===== config.mk =====
export PLATFORM = sky130hd
export DESIGN_NAME = keypad_scan_driver
export DESIGN_NICKNAME = d
export VERILOG_FILES = /design/src/rtl/keypad_pkg.sv /design/src/rtl/keypad_row_sync.sv /design/src/rtl/keypad_scan_driver.sv
export SDC_FILE = /design/constraint.sdc
export NUM_CORES = 1
export LEC_CHECK = 0
export CORE_ASPECT_RATIO = 0.6
export CORE_MARGIN = 1
export CORE_UTILIZATION = 40
export DETAILED_ROUTE_END_ITERATION = 7
export GPL_TIMING_DRIVEN = 0
export PLACE_DENSITY = 0.58
export SETUP_SLACK_MARGIN = 0.15
export SLEW_MARGIN = 10
export SYNTH_ARGS = -nofsm -noshare
export SYNTH_HDL_FRONTEND = slang
export SYNTH_SLANG_ARGS = --single-unit

===== constraint.sdc =====
create_clock -name clk -period 4.05 [get_ports clk]
set_input_delay 0.81 -clock clk [delete_from_list [all_inputs] [get_ports clk]]
set_output_delay 0.81 -clock clk [all_outputs]
set_load 0.01 [all_outputs]

===== src/rtl/keypad_pkg.sv =====
// Shared definitions for the keypad scan front end: FSM states, column strobes and widths.
package keypad_pkg;

    localparam int ROW_W = 4;
    localparam int COL_W = 3;

    typedef enum logic [1:0] {
        SCAN     = 2'd0,
        DEBOUNCE = 2'd1,
        HELD     = 2'd2,
        RELEASE  = 2'd3
    } keypad_state_e;

    localparam logic [COL_W-1:0] COL0 = 3'b001;
    localparam logic [COL_W-1:0] COL1 = 3'b010;
    localparam logic [COL_W-1:0] COL2 = 3'b100;

    function automatic logic [COL_W-1:0] nextCol(input logic [COL_W-1:0] col);
        case (col)
            COL0:    return COL1;
            COL1:    return COL2;
            default: return COL0;
        endcase
    endfunction

    // A legal key press raises exactly one row line.
    function automatic logic isOneHot(input logic [ROW_W-1:0] rows);
        return (rows != '0) && ((rows & (rows - ROW_W'(1))) == '0);
    endfunction

endpackage


===== src/rtl/keypad_row_sync.sv =====
// Two-flop synchronizer bringing the asynchronous keypad row lines into the clk domain.
module keypad_row_sync
    import keypad_pkg::*;
(
    input  logic             clk,
    input  logic             rst,
    input  logic [ROW_W-1:0] rows_i,
    output logic [ROW_W-1:0] rows_o
);

    logic [ROW_W-1:0] meta_q;
    logic [ROW_W-1:0] sync_q;

    always_ff @(posedge clk) begin
        if (rst) begin
            meta_q <= '0;
            sync_q <= '0;
        end else begin
            meta_q <= rows_i;
            sync_q <= meta_q;
        end
    end

    assign rows_o = sync_q;

endmodule


===== src/rtl/keypad_scan_driver.sv =====
// Column scanner with press/release debounce feeding stable (row, column) codes to the keypad decoder.
// Optional auto-repeat of key_event while a key is held: define KEYPAD_AUTOREPEAT_EN.
module keypad_scan_driver
    import keypad_pkg::*;
#(
    parameter int SCAN_DIV       = 1000,
    parameter int DEBOUNCE_CNT   = 4,
    parameter int REPEAT_SAMPLES = 50
) (
    input  logic             clk,
    input  logic             rst,
    input  logic [ROW_W-1:0] row_in,
    output logic [COL_W-1:0] col_drv,
    output logic [ROW_W-1:0] row_out,
    output logic [COL_W-1:0] col_out,
    output logic             key_valid,
    output logic             key_event
);

    localparam int DIV_W = $clog2(SCAN_DIV);
    localparam int CNT_W = $clog2(DEBOUNCE_CNT + 1);
    localparam logic [DIV_W-1:0] DIV_LAST = DIV_W'(SCAN_DIV - 1);
    localparam logic [CNT_W-1:0] CNT_DONE = CNT_W'(DEBOUNCE_CNT);

    if (SCAN_DIV < 4 || DEBOUNCE_CNT < 1 || REPEAT_SAMPLES < 1) begin : gBadParams
        $error("keypad_scan_driver: parameter out of range");
    end

    keypad_state_e    state_q, state_d;
    logic [DIV_W-1:0] div_q, div_d;
    logic [CNT_W-1:0] cnt_q, cnt_d;
    logic [COL_W-1:0] colDrv_q, colDrv_d;
    logic [ROW_W-1:0] candRow_q, candRow_d;
    logic [COL_W-1:0] candCol_q, candCol_d;
    logic [ROW_W-1:0] rowOut_q, rowOut_d;
    logic [COL_W-1:0] colOut_q, colOut_d;
    logic             keyValid_q, keyValid_d;
    logic             keyEvent_q, keyEvent_d;
    logic [ROW_W-1:0] rows;
    logic             samplePt;
    logic             rowsMatch;
    logic [CNT_W-1:0] cntInc;

    keypad_row_sync uRowSync (
        .clk    (clk),
        .rst    (rst),
        .rows_i (row_in),
        .rows_o (rows)
    );

    assign samplePt  = (div_q == DIV_LAST);
    assign rowsMatch = (rows == candRow_q);
    assign cntInc    = cnt_q + CNT_W'(1);
    assign div_d     = samplePt ? '0 : div_q + DIV_W'(1);

`ifdef KEYPAD_AUTOREPEAT_EN
    localparam int REP_W = $clog2(REPEAT_SAMPLES + 1);
    localparam logic [REP_W-1:0] REP_DONE = REP_W'(REPEAT_SAMPLES);
    logic [REP_W-1:0] rep_q, rep_d;
    logic [REP_W-1:0] repInc;
    assign repInc = rep_q + REP_W'(1);

    always_ff @(posedge clk) begin
        if (rst) rep_q <= '0;
        else     rep_q <= rep_d;
    end
`endif

    always_ff @(posedge clk) begin
        if (rst) begin
            state_q    <= SCAN;
            div_q      <= '0;
            cnt_q      <= '0;
            colDrv_q   <= COL0;
            candRow_q  <= '0;
            candCol_q  <= '0;
            rowOut_q   <= '0;
            colOut_q   <= '0;
            keyValid_q <= 1'b0;
            keyEvent_q <= 1'b0;
        end else begin
            state_q    <= state_d;
            div_q      <= div_d;
            cnt_q      <= cnt_d;
            colDrv_q   <= colDrv_d;
            candRow_q  <= candRow_d;
            candCol_q  <= candCol_d;
            rowOut_q   <= rowOut_d;
            colOut_q   <= colOut_d;
            keyValid_q <= keyValid_d;
            keyEvent_q <= keyEvent_d;
        end
    end

    // Decisions are taken only at sample points; published codes change only on accept or release.
    always_comb begin
        state_d    = state_q;
        cnt_d      = cnt_q;
        colDrv_d   = colDrv_q;
        candRow_d  = candRow_q;
        candCol_d  = candCol_q;
        rowOut_d   = rowOut_q;
        colOut_d   = colOut_q;
        keyValid_d = keyValid_q;
        keyEvent_d = 1'b0;
`ifdef KEYPAD_AUTOREPEAT_EN
        rep_d      = rep_q;
`endif
        if (samplePt) begin
            case (state_q)
                SCAN: begin
                    if (isOneHot(rows)) begin
                        candRow_d = rows;
                        candCol_d = colDrv_q;
                        cnt_d     = CNT_W'(1);
                        if (DEBOUNCE_CNT == 1) begin
                            state_d    = HELD;
                            rowOut_d   = rows;
                            colOut_d   = colDrv_q;
                            keyValid_d = 1'b1;
                            keyEvent_d = 1'b1;
`ifdef KEYPAD_AUTOREPEAT_EN
                            rep_d      = '0;
`endif
                        end else begin
                            state_d = DEBOUNCE;
                        end
                    end else begin
                        colDrv_d = nextCol(colDrv_q);
                    end
                end
                DEBOUNCE: begin
                    if (!rowsMatch) begin
                        state_d  = SCAN;
                        colDrv_d = nextCol(colDrv_q);
                    end else if (cntInc == CNT_DONE) begin
                        state_d    = HELD;
                        cnt_d      = '0;
                        rowOut_d   = candRow_q;
                        colOut_d   = candCol_q;
                        keyValid_d = 1'b1;
                        keyEvent_d = 1'b1;
`ifdef KEYPAD_AUTOREPEAT_EN
                        rep_d      = '0;
`endif
                    end else begin
                        cnt_d = cntInc;
                    end
                end
                HELD: begin
                    if (rowsMatch) begin
`ifdef KEYPAD_AUTOREPEAT_EN
                        if (repInc == REP_DONE) begin
                            rep_d      = '0;
                            keyEvent_d = 1'b1;
                        end else begin
                            rep_d = repInc;
                        end
`endif
                    end else if (DEBOUNCE_CNT == 1) begin
                        state_d    = SCAN;
                        cnt_d      = '0;
                        colDrv_d   = nextCol(colDrv_q);
                        rowOut_d   = '0;
                        colOut_d   = '0;
                        keyValid_d = 1'b0;
                    end else begin
                        state_d = RELEASE;
                        cnt_d   = CNT_W'(1);
                    end
                end
                RELEASE: begin
                    if (rowsMatch) begin
                        state_d = HELD;
                        cnt_d   = '0;
`ifdef KEYPAD_AUTOREPEAT_EN
                        rep_d   = '0;
`endif
                    end else if (cntInc == CNT_DONE) begin
                        state_d    = SCAN;
                        cnt_d      = '0;
                        colDrv_d   = nextCol(colDrv_q);
                        rowOut_d   = '0;
                        colOut_d   = '0;
                        keyValid_d = 1'b0;
                    end else begin
                        cnt_d = cntInc;
                    end
                end
                default: begin
                    state_d = SCAN;
                end
            endcase
        end
    end

    assign col_drv   = colDrv_q;
    assign row_out   = rowOut_q;
    assign col_out   = colOut_q;
    assign key_valid = keyValid_q;
    assign key_event = keyEvent_q;

endmodule


; Word level (Yosys, flattened, before mapping)
; Index checks and enable logic that the tools add are counted.
[totals]
ff_bits = 42
latch_bits = 0
mem_bits_rw = 0
rom_bits = 0
word_cells = 85
n_memories = 0
[classes]
n_addsub = 3
mul = 0
div = 0
n_lt_le_gt_ge = 0
eq_ne = 18
shift = 0
n_mux = 35
n_bitwise = 4
n_reduce_logical = 13
[ops]
columns = cell, count
row1 = 2-to-1 mux 3 bit, 13
row2 = 2-to-1 mux 4 bit, 4
row3 = inequality test 2 bit (second input constant), 8
row4 = 2-to-1 mux 2 bit, 6
row5 = case mux 3 bit (2 select lines), 2
row6 = case mux 3 bit (4 select lines), 1
row7 = AND reduction 6 bit, 2
row8 = adder 10 x 1 -> 10 bit (second input constant), 1
row9 = equality test 10 bit (second input constant), 1
row10 = case mux 3 bit (3 select lines), 1
row11 = case mux 2 bit (4 select lines), 1
row12 = case mux 4 bit (2 select lines), 1
row13 = inequality test 3 bit (second input constant), 2
row14 = 2-to-1 mux 1 bit, 5
row15 = AND reduction 5 bit, 1
row16 = bitwise AND 4 bit, 1
row17 = equality test 2 bit (second input constant), 2
row18 = equality test 4 bit, 1
row19 = zero test 4 bit, 1
row20 = AND reduction 4 bit, 1
row21 = nonzero test 4 bit, 1
row22 = OR reduction 4 bit, 1
row23 = subtractor 4 x 1 -> 4 bit (second input constant), 1
row24 = adder 3 x 1 -> 3 bit (second input constant), 1
row25 = other kinds (12), 14

; Depth between registers and ports, before layout
[logic_depth]
ltp_word = 6
ltp_mapped = 7

; Hierarchy
; From an unflattened synthesis, not the netlist that was laid out.
[hier_totals]
cells_unflattened = 192
hier_area_um2 = 1830.5
[modules_own_cells]
columns = mod, n_inst, cells_per_inst, area_per_inst_um2, seq_area_each_um2
row1 = keypad_scan_driver, 1, 176, 1620.3, 680.7
row2 = keypad_row_sync, 1, 16, 210.2, 160.2

; Worst setup path after synthesis
; No wires, ideal clock.
[synth_timing]
path_type = reg-to-reg
startpoint = register div_q[2]
endpoint = register candCol_q[0]
setup_time_ns = 0.114
t_arrival_ns = 1.928
required_time_ns = 3.936
path_slack_ns = 2.008
path_stages_with_launch = 7
path_buffers = 1
period_less_slack_ns = 2.042
path_cell_list = dfxtp_1 or3b_1 or3_1 buf_2 nor4_4 mux2i_1 nor2_1
[synth_between]
elab_chain_len = 2
[synth_lines]
columns = element, line_no
row1 = start: declaration, keypad_scan_driver.sv:30  ; logic [DIV_W-1:0] div_q, div_d;
row2 = start signal: assignment, keypad_scan_driver.sv:83  ; div_q <= div_d;
row3 = equality test 10 bit, keypad_scan_driver.sv:51  ; assign samplePt = (div_q == DIV_LAST);
row4 = AND reduction 3 bit (no source line), n/a
row5 = end signal: assignment, keypad_scan_driver.sv:87  ; candCol_q <= candCol_d;
row6 = end: declaration, keypad_scan_driver.sv:34  ; logic [COL_W-1:0] candCol_q, candCol_d;
; No other way between the ends.
; A chain may end at the register's enable or synchronous reset.

; Worst setup path after layout
[layout_timing]
startpoint = register div_q[2]
endpoint = register rowOut_q[2] (netlist: row_out[2])
[layout_between]
elab_chain_len = 2
[layout_lines]
columns = element, line_no
row1 = equality test 10 bit, keypad_scan_driver.sv:51
row2 = AND reduction 6 bit (no source line), n/a
row3 = end signal: assignment, keypad_scan_driver.sv:88  ; rowOut_q <= rowOut_d;
row4 = end: declaration, keypad_scan_driver.sv:35  ; logic [ROW_W-1:0] rowOut_q, rowOut_d;
; No other way between the ends.

==> flow_summary.yaml <==
outcome:
  status: "complete, no violations"
sta:
  finClkSkew_ns: 0.00709
  slew_headroom: 0.444
  fin_crit_ns: 2.39
  setup_viol: 0
  finalCritPeriodShare: 0.589
  max_freq_mhz: 419
  setup_tns_ns: 0
  rsz0062_at_grt: "false"
  drv_slew: 0
  hold_violations: 0
  max_slew.worst_pin.slew_ns: 0.828
setup_path:
  setup.worst_path.start_class: "register"
  crit_fanout: 7
  rrSetupSlack_ns: 1.66
  worst_ep_arrival_time_ns: 2.54
  cp-end-kind: "register"
  required_ns: 4.21
  crit_type: "reg -> reg"
final_layout:
  syn_to_final_growth_pct: 21.2
  multi_input_area_um2: 895
  diodes: 0
  final_nets: 228
  fillers: 398
  finish.instance_area_mm2: 0.00219
  drive_above_1_share: 0.0727
  regArea_um2: 841
synth:
  yosys_warnings: 0
  ys_ff_latch: 42
  ys_types: 38
  async_reset_ff_frac: 0
  synth_most_common_cell: "dfxtp_1"
  ys_seq_area_frac: 0.466
  yosysTopAreaCell: "dfxtp_1"
  synth_top_area_frac: 0.466
  synth_enable_flop_cells: 0
  synthesis.area_mm2: 0.00181
  synth_commonest_cells: "dfxtp_1 (42), nor2_1 (19), nand2_1 (18)"
  synthTopCellsByArea: "dfxtp_1 (47%), mux2i_1 (5.0%), nor2_1 (4.0%), nand2_1 (3.7%), xor2_1 (3.4%)"
  synthFlopType: "dfxtp_1"
  syn-num-nets: 204
  synth_cells: 195
  synth.avg_cell_area_um2: 9.26
placed_design:
  place.gp.congestion: 0.791
  dp_hpwl_mm: 2.99
  port_buffers: 17
  placed_cell_area_mm2: 0.00205
run:
  cap_viol_max_count: 0
cts:
  cts_setup_buffers: 0
  cts.clk_slew.worst_paths_ns: 0.08
  cts.htree.levels: 2
  clk_latency_ns: 0.29
  cts_num_sinks: 42
  cts-root-buf: "clkbuf_8"
  cts_resized: 0
  cts_tree: "done"
  numCtsBuffers: 5
  cts_buffer_depth: 2
  ctsHoldBuffers: 0
die:
  dieArea_mm2: 0.00480
  initial_core_util: 0.429
  die_w_um: 88.7
  num_io_pins: 18
  die-height_um: 54.0
  rows: 18
  coreArea_mm2: 0.00421
grt:
  antenna_found_initial: 0
  grt_pass1_wl_mm: 6.67
  grt_max_degree: 15
  first_global_vias: 1363
  grt_usage: 0.191
  grt_overflow: 0
route:
  routedWlPerCell_um: 14.5
  drc: 0
  viasPerCell: 5.29
  vias: 1481
  drtIter0Drc: 69
  wirelength_mm: 4.07
  firstDrtPassIters: 4
  route.antenna.remaining_nets: 0
pwr:
  leakagePower_nw: 0.754
  vdd_drop_max_mv: 0.169
  cellPowerDensity_mw_per_mm2: 394
min_path:
  hp-class: "reg -> reg"
==> cell type report <==
type / instances / share of cell area
Sequential cell: 42 / 0.384
Buffer: 9 / 0.0252
Clock inverter: 3 / 0.0314
Tap cell: 60 / 0.0343
Inverter: 4 / 0.00686
Multi-Input combinational cell: 140 / 0.409
Timing Repair Buffer: 17 / 0.0778
Clock buffer: 5 / 0.0314
==> stage by stage <==
stage          power, W  setup slack, ns  std cells   util  hold slack, ns
6_report       0.000863             1.66        280  0.520           0.442
5_1_grt        0.000896             1.56        280  0.520           0.468
4_1_cts        0.000872             1.74        280  0.520           0.446
3_5_place_dp   0.000481             1.75        272  0.487           0.425
3_3_place_gp   0.000479             1.79        272  0.487           0.421
2_1_floorplan  0.000464             2.01        195      -           0.414
==> worst paths after layout <==
check,start,end,depth (start not counted)
max,div_q[2],row_out[2],5
max reg2reg,div_q[2],row_out[2],5
min reg2reg,uRowSync.meta_q[1],uRowSync.rows_o[1],1
min,uRowSync.meta_q[1],uRowSync.rows_o[1],1
==> critical path, cell delays in order, from the launching register on <==
cell	delay, ns
dfxtp_1	0.41
or3b_1	0.44
nor4_1	0.72
o21ai_1	0.40
nand2_1	0.19
o22ai_1	0.10
==> cell families after synthesis <==
family,count (synthesis),share of synthesized area
AND/OR/NAND/NOR,74,0.212
flip-flops,42,0.466
AO/OA/AOI/OAI,41,0.150
XOR/XNOR,13,0.0631
buffers and inverters,13,0.0388
multiplexers,9,0.0499
adder cells (fa/ha/maj),3,0.0208
==> where the power goes <==
group / switching (W) / total [W] / internal (W) / leakage (nW)
Sequential: 0.00000597 / 0.000426 / 0.000420 / 0.341
Clock: 0.000145 / 0.000391 / 0.000247 / 0.0683
Combinational: 0.0000264 / 0.0000456 / 0.0000191 / 0.345
==> layout by cell type (no fill, tap or decap), types with 3 or more instances in the layout <==
master,Yosys,routed
a21oi_1,7,7
a22oi_1,7,7
clkbuf_1,4,4
clkbuf_8,0,5
clkdlybuf4s50_1,0,17
dfxtp_1,42,42
ha_1,3,3
inv_1,4,4
mux2i_1,9,9
nand2_1,18,18
nand3_1,6,6
nand4_1,4,4
nor2_1,19,19
nor2b_1,9,9
nor3_1,4,4
nor4_1,3,3
o21ai_0,7,7
o22ai_1,7,7
or3_1,3,3
xnor2_1,6,6
xor2_1,7,7
==> sequential cells by signal (all words and copies together), names as in the netlist, named ones only <==
register / flops
candCol_q: 3
candRow_q: 4
cnt_q: 3
col_drv: 3
col_out: 3
div_q: 10
key_event: 1
key_valid: 1
row_out: 4
state_q: 1
uRowSync.meta_q: 4
uRowSync.rows_o: 4
==> metal layers <==
metal	share of wire	wire length, µm	global-route usage
met1	0.50	2060	0.273
met2	0.44	1790	0.282
met3	0.047	191	0.0491
met4	0.0081	33	0.0591
met5	0	0	0
Note: power is estimated with default switching activity, not from simulation.
